$ cat config.mk
export PLATFORM = sky130hd
export DESIGN_NAME = cipher_msg_sequencer
export DESIGN_NICKNAME = d
export VERILOG_FILES = /design/src/rtl/cipher_pkg.sv /design/src/rtl/cipher_msg_buf.sv /design/src/rtl/cipher_msg_sequencer.sv
export SDC_FILE = /design/constraint.sdc
export NUM_CORES = 1
export LEC_CHECK = 0
export BUFFER_PORTS_ARGS = -buffer_cell sky130_fd_sc_hd__clkbuf_2
export CORE_MARGIN = 5
export CORE_UTILIZATION = 33
export DETAILED_ROUTE_END_ITERATION = 10
export SLEW_MARGIN = 10
export SYNTH_ARGS = -nofsm -noshare
export SYNTH_HDL_FRONTEND = slang
export SYNTH_SLANG_ARGS = --single-unit
$ cat constraint.sdc
create_clock -name clk -period 3.5 [get_ports clk]
set_clock_uncertainty 0.1 [all_clocks]
set_input_delay 0.7 -clock clk [delete_from_list [all_inputs] [get_ports clk]]
set_output_delay 0.7 -clock clk [all_outputs]
set_load 0.01 [all_outputs]
$ cat src/rtl/cipher_pkg.sv
// rtl/cipher_pkg.sv - shared alphabet constants, sequencer states and key reduction
//
// Contents:
//   ALPHA      alphabet size; letter codes at or above it are invalid
//   LETTER_W   width of one letter code
//   state_t    sequencer FSM states (VISSUE/VWAIT only reached with CIPHER_VERIFY_EN)
//   reduce_key folds a 5-bit key into 0..ALPHA-1
package cipher_pkg;

  localparam int ALPHA    = 26;
  localparam int LETTER_W = 5;

  typedef enum logic [2:0] {
    S_IDLE,
    S_FETCH,
    S_ISSUE,
    S_WAIT,
    S_VISSUE,
    S_VWAIT,
    S_DONE
  } state_t;

  // A 5-bit key spans 0..31, so one conditional subtraction is enough.
  function automatic logic [LETTER_W-1:0] reduce_key(input logic [LETTER_W-1:0] key);
    logic [LETTER_W-1:0] alpha_w;
    alpha_w = LETTER_W'(ALPHA);
    return (key >= alpha_w) ? key - alpha_w : key;
  endfunction

endpackage

$ cat src/rtl/cipher_msg_buf.sv
// rtl/cipher_msg_buf.sv - DEPTH x LETTER_W register file, one write port, two async read ports
//
// Ports:
//   clk               write clock
//   we, waddr, wdata  synchronous write port
//   ra_addr, ra_data  combinational read port A
//   rb_addr, rb_data  combinational read port B
// Storage is not reset; contents are don't-care until written.
module cipher_msg_buf
  import cipher_pkg::*;
#(
  parameter int DEPTH = 8,
  parameter int AW    = 3
) (
  input  logic                clk,
  input  logic                we,
  input  logic [AW-1:0]       waddr,
  input  logic [LETTER_W-1:0] wdata,
  input  logic [AW-1:0]       ra_addr,
  output logic [LETTER_W-1:0] ra_data,
  input  logic [AW-1:0]       rb_addr,
  output logic [LETTER_W-1:0] rb_data
);

  logic [LETTER_W-1:0] mem [DEPTH];

  always_ff @(posedge clk) begin
    if (we) begin
      mem[waddr] <= wdata;
    end
  end

  assign ra_data = mem[ra_addr];
  assign rb_data = mem[rb_addr];

endmodule

$ cat src/rtl/cipher_msg_sequencer.sv
// rtl/cipher_msg_sequencer.sv - buffers a message and feeds it one letter at a time through the cipher engine
//
// Optional build macro: CIPHER_VERIFY_EN (round-trip each result back through the engine).
//
// Ports:
//   clk, resetn                      clock (CLOCK_50 domain), asynchronous active-low reset
//   load, char_in                    append one letter code to the message
//   clear                            empty the message and clear sticky flags (IDLE/DONE only)
//   go, decode, cipher_key           start a run; direction and key sampled at go
//   eng_start, eng_data, eng_key,
//   eng_decode                       request side of the engine handshake
//   eng_done, eng_result             completion side of the engine handshake
//   busy, done                       run in progress / one-cycle completion pulse
//   msg_len                          number of letters loaded
//   rd_addr, rd_data                 combinational read of the result buffer
//   overflow, invalid, mismatch      sticky status flags
module cipher_msg_sequencer #(
  parameter int DEPTH = 8,
  parameter int AW    = 3,
  parameter int ALPHA = 26
) (
  input  logic          clk,
  input  logic          resetn,
  input  logic          load,
  input  logic [4:0]    char_in,
  input  logic          clear,
  input  logic          go,
  input  logic          decode,
  input  logic [4:0]    cipher_key,
  output logic          eng_start,
  output logic [4:0]    eng_data,
  output logic [4:0]    eng_key,
  output logic          eng_decode,
  input  logic          eng_done,
  input  logic [4:0]    eng_result,
  output logic          busy,
  output logic          done,
  output logic [AW:0]   msg_len,
  input  logic [AW-1:0] rd_addr,
  output logic [4:0]    rd_data,
  output logic          overflow,
  output logic          invalid,
  output logic          mismatch
);

  import cipher_pkg::*;

  localparam logic [AW:0]         LEN_FULL = (AW+1)'(DEPTH);
  localparam logic [LETTER_W-1:0] ALPHA_W  = LETTER_W'(ALPHA);

  state_t              state, state_nx;
  logic [AW-1:0]       idx;
  logic [AW:0]         len_r;
  logic [LETTER_W-1:0] key_r;
  logic [LETTER_W-1:0] data_r;
  logic                dec_r;
  logic                done_r;
  logic                ovf_r;
  logic                inv_r;

  logic [LETTER_W-1:0] msg_char;
  logic [LETTER_W-1:0] msg_spare;
  logic [LETTER_W-1:0] res_spare;
  logic                msg_we;
  logic                res_we;
  logic [LETTER_W-1:0] res_wdata;

  logic                idle_or_done;
  logic                msg_full;
  logic                is_last;
  logic                run_go;
  logic                advance;
  logic                set_inv;
  logic                done_nx;

  assign idle_or_done = (state == S_IDLE) || (state == S_DONE);
  assign msg_full     = (len_r == LEN_FULL);
  assign is_last      = ({1'b0, idx} == (len_r - 1'b1));
  // clear outranks go, and go outranks load, when they coincide.
  assign msg_we       = idle_or_done && load && !clear && !go && !msg_full;

  cipher_msg_buf #(.DEPTH(DEPTH), .AW(AW)) u_msg_buf (
    .clk     (clk),
    .we      (msg_we),
    .waddr   (len_r[AW-1:0]),
    .wdata   (char_in),
    .ra_addr (idx),
    .ra_data (msg_char),
    .rb_addr (rd_addr),
    .rb_data (msg_spare)
  );

  cipher_msg_buf #(.DEPTH(DEPTH), .AW(AW)) u_res_buf (
    .clk     (clk),
    .we      (res_we),
    .waddr   (idx),
    .wdata   (res_wdata),
    .ra_addr (rd_addr),
    .ra_data (rd_data),
    .rb_addr (idx),
    .rb_data (res_spare)
  );

  // Second read ports are not needed by the sequencer itself.
  logic unused_spare;
  assign unused_spare = ^{msg_spare, res_spare};

`ifdef CIPHER_VERIFY_EN
  logic set_mis;
  logic mis_r;
`endif

  always_comb begin
    state_nx  = state;
    res_we    = 1'b0;
    res_wdata = eng_result;
    run_go    = 1'b0;
    advance   = 1'b0;
    set_inv   = 1'b0;
    done_nx   = 1'b0;
`ifdef CIPHER_VERIFY_EN
    set_mis   = 1'b0;
`endif
    case (state)
      S_IDLE, S_DONE: begin
        if (clear) begin
          state_nx = S_IDLE;
        end else if (go) begin
          run_go = 1'b1;
          if (len_r == '0) begin
            state_nx = S_DONE;
            done_nx  = 1'b1;
          end else begin
            state_nx = S_FETCH;
          end
        end
      end
      S_FETCH: begin
        // Out-of-alphabet codes bypass the engine and are copied through.
        if (msg_char >= ALPHA_W) begin
          res_we    = 1'b1;
          res_wdata = msg_char;
          set_inv   = 1'b1;
          advance   = 1'b1;
        end else begin
          state_nx = S_ISSUE;
        end
      end
      S_ISSUE: begin
        state_nx = S_WAIT;
      end
      S_WAIT: begin
        if (eng_done) begin
          res_we = 1'b1;
`ifdef CIPHER_VERIFY_EN
          state_nx = S_VISSUE;
`else
          advance = 1'b1;
`endif
        end
      end
`ifdef CIPHER_VERIFY_EN
      S_VISSUE: begin
        state_nx = S_VWAIT;
      end
      S_VWAIT: begin
        if (eng_done) begin
          set_mis = (eng_result != msg_char);
          advance = 1'b1;
        end
      end
`endif
      default: begin
        state_nx = S_IDLE;
      end
    endcase

    if (advance) begin
      if (is_last) begin
        state_nx = S_DONE;
        done_nx  = 1'b1;
      end else begin
        state_nx = S_FETCH;
      end
    end
  end

  always_ff @(posedge clk or negedge resetn) begin
    if (!resetn) begin
      state  <= S_IDLE;
      idx    <= '0;
      len_r  <= '0;
      key_r  <= '0;
      data_r <= '0;
      dec_r  <= 1'b0;
      done_r <= 1'b0;
      ovf_r  <= 1'b0;
      inv_r  <= 1'b0;
    end else begin
      state  <= state_nx;
      done_r <= done_nx;

      if (idle_or_done) begin
        if (clear) begin
          len_r <= '0;
          ovf_r <= 1'b0;
          inv_r <= 1'b0;
        end else if (go) begin
          key_r <= reduce_key(cipher_key);
          dec_r <= decode;
        end else if (load) begin
          if (msg_full) begin
            ovf_r <= 1'b1;
          end else begin
            len_r <= len_r + 1'b1;
          end
        end
      end

      if (run_go) begin
        idx <= '0;
      end else if (advance && !is_last) begin
        idx <= idx + 1'b1;
      end

      if (set_inv) begin
        inv_r <= 1'b1;
      end

      // eng_data is captured once per letter so it stays put for the whole request.
      if (state == S_FETCH) begin
        data_r <= msg_char;
      end
`ifdef CIPHER_VERIFY_EN
      if (state == S_WAIT && eng_done) begin
        data_r <= eng_result;
      end
`endif
    end
  end

`ifdef CIPHER_VERIFY_EN
  always_ff @(posedge clk or negedge resetn) begin
    if (!resetn) begin
      mis_r <= 1'b0;
    end else if (idle_or_done && clear) begin
      mis_r <= 1'b0;
    end else if (set_mis) begin
      mis_r <= 1'b1;
    end
  end

  assign mismatch   = mis_r;
  assign eng_start  = (state == S_ISSUE) || (state == S_VISSUE);
  // The check pass runs the opposite direction with the same key.
  assign eng_decode = dec_r ^ ((state == S_VISSUE) || (state == S_VWAIT));
`else
  assign mismatch   = 1'b0;
  assign eng_start  = (state == S_ISSUE);
  assign eng_decode = dec_r;
`endif

  assign eng_data = data_r;
  assign eng_key  = key_r;
  assign busy     = !idle_or_done;
  assign done     = done_r;
  assign msg_len  = len_r;
  assign overflow = ovf_r;
  assign invalid  = inv_r;

endmodule

==> results of run 1 <==
state kept, by name, indices dropped and copies added (netlist names):
| signal | flops |
|---|---|
| idx | 3 |
| eng_key | 5 |
| u_msg_buf.mem | 40 |
| invalid | 1 |
| eng_data | 5 |
| eng_decode | 1 |
| u_res_buf.mem | 40 |
| msg_len | 4 |
| state | 3 |
| overflow | 1 |
| done | 1 |
final timing paths:
kind                                   startpoint                       endpoint  slack [ns]  cells after the start
min                                        resetn        eng_data[3]$_DFFE_PN0N_        0.30                      1
min reg2reg                eng_key[2]$_DFFE_PN0P_         eng_key[2]$_DFFE_PN0P_        0.39                      1
max                            idx[1]$_DFFE_PN0P_  u_res_buf.mem[4][2]$_DFFE_PP_        0.45                      6
max reg2reg                    idx[1]$_DFFE_PN0P_  u_res_buf.mem[4][2]$_DFFE_PP_        0.45                      6
max in group asynchronous                  resetn        eng_data[1]$_DFFE_PN0N_        2.52                      1
min in group clk           eng_key[2]$_DFFE_PN0P_         eng_key[2]$_DFFE_PN0P_        0.39                      1
through the flow:
step	setup slack (ns)	utilization
5_1_grt	0.212	0.390
3_3_place_gp	0.530	0.368
6_report	0.449	0.390
2_1_floorplan	0.634	-
4_1_cts	0.442	0.390
3_5_place_dp	0.455	0.368
power breakdown:
part	internal (mW)	leakage (nW)	switching, mW
Clock	0.558	0.143	0.438
Combinational	0.591	0.838	0.719
Sequential	1.53	1.02	0.217
layout by cell type (no fill, tap or decap), types with 2 or more instances in the layout:
cell type  netlist  routed
nor2b_1          5       5
dfrtp_1         24      24
inv_1            8       8
xor2_1           2       2
a21o_1           2       2
nor4_1           2       2
or3_1            2       2
nand2_1         19      19
buf_4            4       9
xnor2_1          2       2
o211ai_1         2       2
nor2_1          22      22
nor3_1          13      13
mux4_2          18      18
edfxtp_1        80      80
a32o_1           2       2
ha_1             4       4
mux2i_1         11      11
mux2_2          10      10
clkbuf_16        0       9
o21bai_1         2       2
a21oi_1          6       6
o21ai_0         16      16
a31oi_1          2       2
o31ai_1          2       2
clkbuf_2         0      49
nand3_1          2       2
a211oi_1         2       2
clkinv_4         0       2
o21a_1           2       2
nand4_1          2       2
a22oi_1          2       2
o22ai_1          5       5
or2_2            2       2
nand2b_1         6       6
layer usage:
metal  vias up  routed length, µm
li1       1318                  -
met1      1407               4460
met2        53               4970
met3        10                365
met4         0                108
met5         -                  0
cell type report:
cell class                 instances  area, µm²
clock buffer                      10        229
sequential                       104       3000
inverter                           8       30.0
timing repair buffer              58        313
multi-input combinational        188       1540
fill                            1329       8470
clock inverter                     6       68.8
tap                              180        225
cells by family after synthesis:
logic type,count (synthesis),share of synthesized area
XOR/XNOR,4,0.00753
AND/OR/NAND/NOR,85,0.0946
buffers and inverters,22,0.0234
other,1,0.000805
AO/OA/AOI/OAI,55,0.0830
adder cells (fa/ha/maj),4,0.0108
multiplexers,39,0.135
flip-flops,104,0.645
==> results by group, run 1 <==
Run status
  • Outcome: complete, no violations

STA
  • Final period util: 0.872
  • Setup TNS: 0 ns
  • Unrepaired setup endpoints after global routing: no
  • Worst hold margin: 0.301 ns
  • Slew at the pin closest to its max-slew limit: 0.881 ns
  • Rel. slew slack: 0.407
  • Fin. Hold Viols: 0
  • Final Max Slew Viols: 0
  • Fmax: 328 MHz
  • Min Tclk post-route: 3.05 ns
  • Setup violators final: 0

Clocking
  • H-tree Lvls: 3
  • CTS tree: done
  • Num CTS Buffers: 9
  • CTS Buffer Depth: 2
  • Hold_buf cts: 0
  • Root Buffer: clkbuf_16
  • Clock Sinks: 104
  • Post-CTS resize count: 0
  • CTS clk-pin slew, worst paths: 0.07 ns
  • Clk Latency, worst-skew pair: 0.34 ns
  • Postcts setup bufs: 0

Routing
  • Via count: 2,788
  • Antenna-violating nets left: 0
  • Post-route DRC: 0
  • Initial DRC Count: 162
  • Vias per Instance: 5.03
  • DRT Pass-1 Iters: 4
  • Drt total wl: 9900 µm
  • Routed length per instance: 17.9 µm

Place
  • Inst Count DP: 538
  • HPWL Detailed: 7430 µm
  • Port bufs: 49
  • Cell Area, Placed: 5110 µm²
  • Placer Congestion: 0.792

Finish
  • Nets: 398
  • Area growth from synthesis to layout: 16.3%
  • Non-filler cells, final: 554
  • # diodes: 0
  • Fin area: 5410 µm²
  • Layout cells sized above 1: 0.297

Critical path
  • Largest fanout on the critical path: 17
  • CP cell instances: nand2b_1 -> o32ai_1 -> nor3_2 -> a21oi_4 -> o21ai_1 -> nor3_1
  • Buffer and inverter count on the worst path: 0
  • Slowest stage delay, CP: 0.65 ns
  • Worst setup SP type: register
  • Worst Path Arrival: 2.93 ns
  • Critical Path Sink Type: register
  • Setup CP Type: reg2reg
  • CP top delay family: simple AND/OR/NAND/NOR gates
  • CP max-delay cell: nor3_1
  • Crit path required time: 3.38 ns

Synthesis
  • Number of synthesized flops with an enable pin: 80
  • Ys Warns: 0
  • Post-Synthesis Net Count: 343
  • Share of the synthesized area in the top cell type: 0.516
  • Avg Cell Area, Syn: 14.8 µm²
  • Part of the Yosys area used for sequential elements: 0.645
  • Most common library cells after synthesis: edfxtp_1, dfrtp_1, nor2_1
  • Synth Flop Type: edfxtp_1
  • Main area contributors after synthesis: edfxtp_1, dfrtp_1, mux4_2
  • Most numerous cell in the Yosys netlist: edfxtp_1
  • Synthesized flop and latch total: 104
  • Distinct cell type count after synthesis: 57
  • Syn Inst Count: 314
  • Asr flop ratio synth: 0.231
  • Synth area leader: edfxtp_1
  • Post-Syn Area: 4660 µm²

GRT
  • GR Util met1: 0.165
  • Global-route wire length before repair: 15,600 µm
  • Antenna violations before repair: 0
  • Met3 Track Usage GR: 0.0295
  • Total Routing Usage GR: 0.124
  • GR Overflow Total: 0
  • Met2 GRT Util: 0.204
  • GR peak layer: met2
  • Vias in the first global route: 2,814
  • Largest net degree at the start of global routing: 25

Floorplan
  • FP Rows: 43
  • Die span in x: 129 µm
  • Die area: 16,600 µm²
  • Initial core utilization: 0.335
  • Ports: 51
  • Core ar.: 13,900 µm²
  • Die Y: 129 µm

Power
  • Pwr/cell area: 749 nW/µm²
  • Pwr Total: 4.05 mW
  • Worst VDD drop: 301 µV
  • Leak: 2.00 nW

Job
  • MaxCap Viol Count: 0

Hold path
  • Hold WC Path Type: in2async
(Power assumes the default switching activity.)
==> inputs of run 2 (changes only) <==
==> constraint.sdc (replaced) <==
create_clock -name clk -period 3.17 [get_ports clk]
set_clock_uncertainty 0.1 [all_clocks]
set_input_delay 0.634 -clock clk [delete_from_list [all_inputs] [get_ports clk]]
set_output_delay 0.634 -clock clk [all_outputs]
set_load 0.01 [all_outputs]
==> results by group, run 2 (same netlist as run 1, synthesis figures left out) <==
Run status
  • Outcome: complete, no violations

Floorplan
  • Ports: 51 (unchanged)
  • Initial core utilization: 0.335 (unchanged)
  • Die Y: 129 µm (unchanged)
  • FP Rows: 43 (unchanged)
  • Core ar.: 13,900 µm² (unchanged)
  • Die span in x: 129 µm (unchanged)
  • Die area: 16,600 µm² (unchanged)

Routing
  • Routed length per instance: 18.0 µm (+0.62%)
  • Via count: 2,819 (+1.1%)
  • Drt total wl: 10,100 µm (+1.7%)
  • DRT Pass-1 Iters: 4 (unchanged)
  • Initial DRC Count: 164 (+1.2%)
  • Post-route DRC: 0 (unchanged)
  • Vias per Instance: 5.03 (about the same)
  • Antenna-violating nets left: 0 (unchanged)

STA
  • Unrepaired setup endpoints after global routing: no
  • Setup TNS: 0 ns (unchanged)
  • Setup violators final: 0 (unchanged)
  • Fmax: 349 MHz (+6.5%)
  • Min Tclk post-route: 2.87 ns (-0.185 ns)
  • Final Max Slew Viols: 0 (unchanged)
  • Rel. slew slack: 0.513 (+0.106)
  • Slew at the pin closest to its max-slew limit: 0.725 ns (-0.156 ns)
  • Final period util: 0.904 (+0.0323)
  • Fin. Hold Viols: 0 (unchanged)

Critical path
  • Worst setup SP type: register
  • Setup CP Type: reg2reg
  • Largest fanout on the critical path: 15 (-2)
  • Critical Path Sink Type: register
  • Crit path required time: 3.04 ns (-0.34 ns)
  • Flop-to-flop setup slack: 0.30 ns (-0.14 ns)
  • Worst r2r path cells: 6 (unchanged)
  • Worst reg2reg endpoint: u_res_buf.mem[3][0]$_DFFE_PP_
  • FF-to-FF Start: idx[1]$_DFFE_PN0P_
  • Worst Path Arrival: 2.74 ns (-0.19 ns)

Clocking
  • Postcts setup bufs: 0 (unchanged)
  • Clock Sinks: 104 (unchanged)
  • Num CTS Buffers: 9 (unchanged)
  • CTS Buffer Depth: 2 (unchanged)
  • CTS tree: done
  • CTS clk-pin slew, worst paths: 0.07 ns (about the same)
  • H-tree Lvls: 3 (unchanged)
  • Root Buffer: clkbuf_16
  • Clk Latency, worst-skew pair: 0.34 ns (about the same)

GRT
  • Vias in the first global route: 2,992 (+6.3%)
  • Met2 GRT Util: 0.214 (+0.00976)
  • Antenna violations before repair: 0 (unchanged)
  • Total Routing Usage GR: 0.129 (+0.00526)
  • Global-route wire length before repair: 16,400 µm (+5.4%)
  • Largest net degree at the start of global routing: 25 (unchanged)
  • GR Util met1: 0.173 (+0.00772)
  • GR Overflow Total: 0 (unchanged)
  • GR peak layer: met2
  • Met3 Track Usage GR: 0.0291 (-0.000415)

Place
  • HPWL Detailed: 7490 µm (+0.80%)
  • Port bufs: 49 (unchanged)
  • Placer Congestion: 0.872 (+10%)
  • Inst Count DP: 544 (+1.1%)

Finish
  • Area growth from synthesis to layout: 18.1%
  • Commonest non-fill, non-tap cell in the layout: edfxtp_1
  • Final Util: 0.396 (+0.00613)
  • # diodes: 0 (unchanged)
  • Layout cells sized above 1: 0.311 (+0.0137)
  • Non-filler cells, final: 560 (+1.1%)
  • Filler cells: 1,315 (-1.1%)
  • Nets: 404 (+1.5%)
  • Commonest cells after routing, fill and taps aside: edfxtp_1, clkbuf_2, dfrtp_1
  • Largest regs: u_msg_buf.mem: 40 flops, u_res_buf.mem: 40 flops

Hold path
  • Hold WC Path Type: in2async

Power
  • Worst VDD drop: 298 µV (-1.2%)
  • Pwr/cell area: 841 nW/µm² (+12%)
  • Leak: 2.04 nW (+1.8%)

Job
  • MaxCap Viol Count: 0 (unchanged)
run 2: cell types whose count changed in the layout (fill, tap and decap cells not counted), moves of 2 or more:
cell        before  now
clkinvlp_4       1    3
clkinv_4         2    0
nor3_2           1    3
buf_4            9   14
nor3_1          13   11
run 2: worst max-delay path by stage:
stage | from | endpoint | slack [ns] | cells after the start
detailed placement | idx[1]$_DFFE_PN0P_ | u_res_buf.mem[1][3]$_DFFE_PP_ | 0.21 | 6
finish | idx[1]$_DFFE_PN0P_ | u_res_buf.mem[3][0]$_DFFE_PP_ | 0.30 | 6
floorplan | rd_addr[0] | rd_data[0] | 0.44 | 3
global placement | idx[1]$_DFFE_PN0P_ | u_res_buf.mem[4][3]$_DFFE_PP_ | 0.38 | 6
global route | idx[1]$_DFFE_PN0P_ | u_res_buf.mem[3][1]$_DFFE_PP_ | 0.09 | 6
CTS | idx[1]$_DFFE_PN0P_ | u_res_buf.mem[1][3]$_DFFE_PP_ | 0.19 | 6
run 2: metrics by stage:
step | setup WS (ns) | hold slack [ns] | total power, mW | cell area (µm²)
floorplan | 0.436 | 0.238 | 2.96 | 4660
CTS | 0.195 | 0.257 | 4.66 | 5490
finish | 0.304 | 0.233 | 4.62 | 5500
global placement | 0.378 | 0.364 | 3.45 | 5170
detailed placement | 0.208 | 0.374 | 3.49 | 5170
global route | 0.0882 | 0.285 | 4.90 | 5500
run 2: layout make-up:
| class | count | area, µm² | area share |
|---|---|---|---|
| repair buffers | 64 | 370 | 0.0674 |
| multi-input cells | 188 | 1550 | 0.283 |
| clock buffers | 11 | 233 | 0.0423 |
| inverters | 8 | 30.0 | 0.00546 |
| flip-flops and latches | 104 | 3000 | 0.546 |
| well taps | 180 | 225 | 0.0410 |
| clock inverters | 5 | 82.6 | 0.0150 |
run 2: routing by layer:
| metal | routed length [µm] | share of wire |
|---|---|---|
| met5 | 0 | 0 |
| met2 | 5100 | 0.51 |
| met4 | 76 | 0.0075 |
| met1 | 4470 | 0.44 |
| met3 | 424 | 0.042 |
run 2: worst max-delay path, cell delays in order, from the launching register on:
cell and delay [ns]:
dfrtp_1 0.71, mux4_2 0.32, mux2i_1 0.10, nand4b_4 0.23, a21oi_4 0.31, nor2_2 0.13, nor3_1 0.58
run 2: where the power goes:
group | total [mW] | internal, mW | switching (mW)
clock network | 1.17 | 0.693 | 0.480
logic | 1.56 | 0.702 | 0.861
registers | 1.89 | 1.69 | 0.196
run 2: what timing repair did:
action	4_1_cts	5_1_grt
hold buffers	0	0
resized for setup	0	2
setup endpoints to repair	0	10
==> inputs of run 3 (changes only) <==
--- a/config.mk
+++ b/config.mk
@@ -9,6 +9,7 @@
 export CORE_MARGIN = 5
 export CORE_UTILIZATION = 33
 export DETAILED_ROUTE_END_ITERATION = 10
+export PLACE_DENSITY = 0.57
 export SLEW_MARGIN = 10
 export SYNTH_ARGS = -nofsm -noshare
 export SYNTH_HDL_FRONTEND = slang
==> results by group, run 3 (same netlist as run 1, synthesis figures left out) <==
Routing
  • Drt total wl: 10,100 µm (+0.26%)
  • DRT Pass-1 Iters: 4 (unchanged)
  • Routed length per instance: 17.8 µm (-0.80%)
  • Via count: 2,825 (+0.21%)
  • Antenna-violating nets left: 0 (unchanged)
  • Vias per Instance: 4.99 (-0.85%)
  • Initial DRC Count: 202 (+23%)
  • Post-route DRC: 0 (unchanged)

Critical path
  • Slowest stage delay, CP: 0.69 ns (-0.02 ns)
  • Worst reg2reg endpoint: u_res_buf.mem[4][3]$_DFFE_PP_
  • Setup CP Type: reg2reg
  • CP max-delay cell: nor3_1
  • Flop-to-flop setup slack: 0.21 ns (-0.09 ns)
  • FF-to-FF Start: idx[0]$_DFFE_PN0P_
  • Crit path required time: 3.03 ns (about the same)
  • Critical Path Stages: 7 (+1)
  • Most used cell, CP: nor3_1
  • Critical Path End: u_res_buf.mem[4][3]$_DFFE_PP_
  • Critical Path Sink Type: register
  • CP top delay family: simple AND/OR/NAND/NOR gates
  • Worst Path Arrival: 2.82 ns (+0.08 ns)
  • Worst r2r path cells: 7 (+1)
  • Worst setup SP type: register
  • CP cell instances: buf_4 -> nand2b_1 -> nor3_1 -> nor3_2 -> a21oi_4 -> o21ai_1 -> nor3_1
  • Largest fanout on the critical path: 13 (-2)
  • Critical path startpoint: idx[0]$_DFFE_PN0P_
  • Buffer and inverter count on the worst path: 1 (+1)

Floorplan
  • Die Y: 129 µm (unchanged)
  • Die area: 16,600 µm² (unchanged)
  • Core ar.: 13,900 µm² (unchanged)
  • Initial core utilization: 0.335 (unchanged)
  • Ports: 51 (unchanged)
  • Die span in x: 129 µm (unchanged)
  • FP Rows: 43 (unchanged)

Place
  • DP Worst Slack: 0.228 ns (+0.0206 ns)
  • HPWL Detailed: 7690 µm (+2.7%)
  • Port bufs: 49 (unchanged)
  • Placer Congestion: 0.798 (-8.5%)

Clocking
  • Hold_buf cts: 0 (unchanged)
  • Clock Sinks: 104 (unchanged)
  • CTS Buffer Depth: 2 (unchanged)
  • Root Buffer: clkbuf_16
  • CTS clk-pin slew, worst paths: 0.07 ns (about the same)
  • H-tree Lvls: 3 (unchanged)
  • Post-CTS resize count: 0 (unchanged)
  • CTS tree: done
  • Postcts setup bufs: 0 (unchanged)
  • Clk Latency, worst-skew pair: 0.34 ns (about the same)
  • Num CTS Buffers: 9 (unchanged)

Hold path
  • Hold WC Path Type: in2async

STA
  • Setup TNS: 0 ns (unchanged)
  • Fmax: 338 MHz (-3.1%)
  • Fin. Hold Viols: 0 (unchanged)
  • Final Max Slew Viols: 0 (unchanged)
  • Slew at the pin closest to its max-slew limit: 0.883 ns (+0.159 ns)
  • Min Tclk post-route: 2.96 ns (+0.0922 ns)
  • Rel. slew slack: 0.407 (-0.107)
  • Final period util: 0.933 (+0.0291)
  • Final setup margin: 0.212 ns (-0.0922 ns)
  • Worst hold margin: 0.240 ns (+0.00671 ns)
  • Setup violators final: 0 (unchanged)
  • Unrepaired setup endpoints after global routing: no

GRT
  • GR Overflow Total: 0 (unchanged)
  • Global-route wire length before repair: 16,400 µm (unchanged)
  • Largest net degree at the start of global routing: 25 (unchanged)
  • Vias in the first global route: 2,898 (-3.1%)
  • Total Routing Usage GR: 0.130 (+0.00152)
  • Antenna violations before repair: 0 (unchanged)

Power
  • Pwr/cell area: 813 nW/µm² (-3.3%)
  • Int Pwr: 2.94 mW (-4.8%)
  • Flop pwr share: 0.431 (+0.023)
  • P_sw: 1.51 mW (-1.8%)
  • Clock power share: 0.223 (-0.031)
  • Sw frac: 0.340 (+0.00698)
  • Worst VDD drop: 396 µV (+33%)
  • Logic pwr share: 0.345 (+0.007)
  • Leak: 2.05 nW (+0.60%)

Finish
  • Largest regs: u_msg_buf.mem: 40 flops, u_res_buf.mem: 40 flops
  • # diodes: 0 (unchanged)
  • Filler cells: 1,333 (+1.4%)
  • Layout cells sized above 1: 0.316 (+0.00554)
  • Commonest cells after routing, fill and taps aside: edfxtp_1, clkbuf_2, dfrtp_1
  • Commonest non-fill, non-tap cell in the layout: edfxtp_1
  • Area growth from synthesis to layout: 17.5%
  • Nets: 410 (+1.5%)

Job
  • MaxCap Viol Count: 0 (unchanged)

Run status
  • Outcome: complete, no violations
-- run 3: cell type report --
cell class | count | area (µm²) | share of cell area
clock buffers | 10 | 229 | 0.0419
clock inverters | 6 | 36.3 | 0.00663
inverters | 8 | 30.0 | 0.00549
multi-input cells | 188 | 1540 | 0.282
flip-flops and latches | 104 | 3000 | 0.549
well taps | 180 | 225 | 0.0412
repair buffers | 70 | 403 | 0.0737
-- run 3: how the worst min path moves through the flow --
stage,from,endpoint,slack [ns],cells after the start
after floorplan,resetn,done$_DFF_PN0_,0.24,0
after global placement,eng_key[1]$_DFFE_PN0P_,eng_key[1]$_DFFE_PN0P_,0.36,2
after detailed placement,eng_key[1]$_DFFE_PN0P_,eng_key[1]$_DFFE_PN0P_,0.38,2
after CTS,resetn,msg_len[2]$_DFFE_PN0P_,0.25,1
after global routing,resetn,msg_len[1]$_DFFE_PN0P_,0.28,1
final,resetn,idx[0]$_DFFE_PN0P_,0.24,1
-- run 3: power groups by stage --
stage	logic, mW	clock network [mW]	registers [mW]
floorplan	1.09	0	1.87
global route	1.70	1.08	1.95
detailed placement	1.55	0	1.95
finish	1.54	0.993	1.92
CTS	1.55	1.03	1.92
global placement	1.51	0	1.94
-- run 3: stage by stage --
stage / cell area, µm² / std cells / utilization / total power, mW
after floorplan: 4660 / 314 / - / 2.96
after global placement: 5200 / 550 / 0.375 / 3.45
after detailed placement: 5200 / 550 / 0.375 / 3.50
after CTS: 5470 / 566 / 0.394 / 4.50
after global routing: 5470 / 566 / 0.394 / 4.73
final: 5470 / 566 / 0.394 / 4.45
-- run 3: per-layer routing --
layer | track usage | part of all wire | vias to the layer above
li1 | - | - | 1354
met5 | 0 | 0 | -
met2 | 0.204 | 0.47 | 70
met1 | 0.179 | 0.47 | 1391
met4 | 0.0408 | 0.013 | 0
met3 | 0.0340 | 0.049 | 10
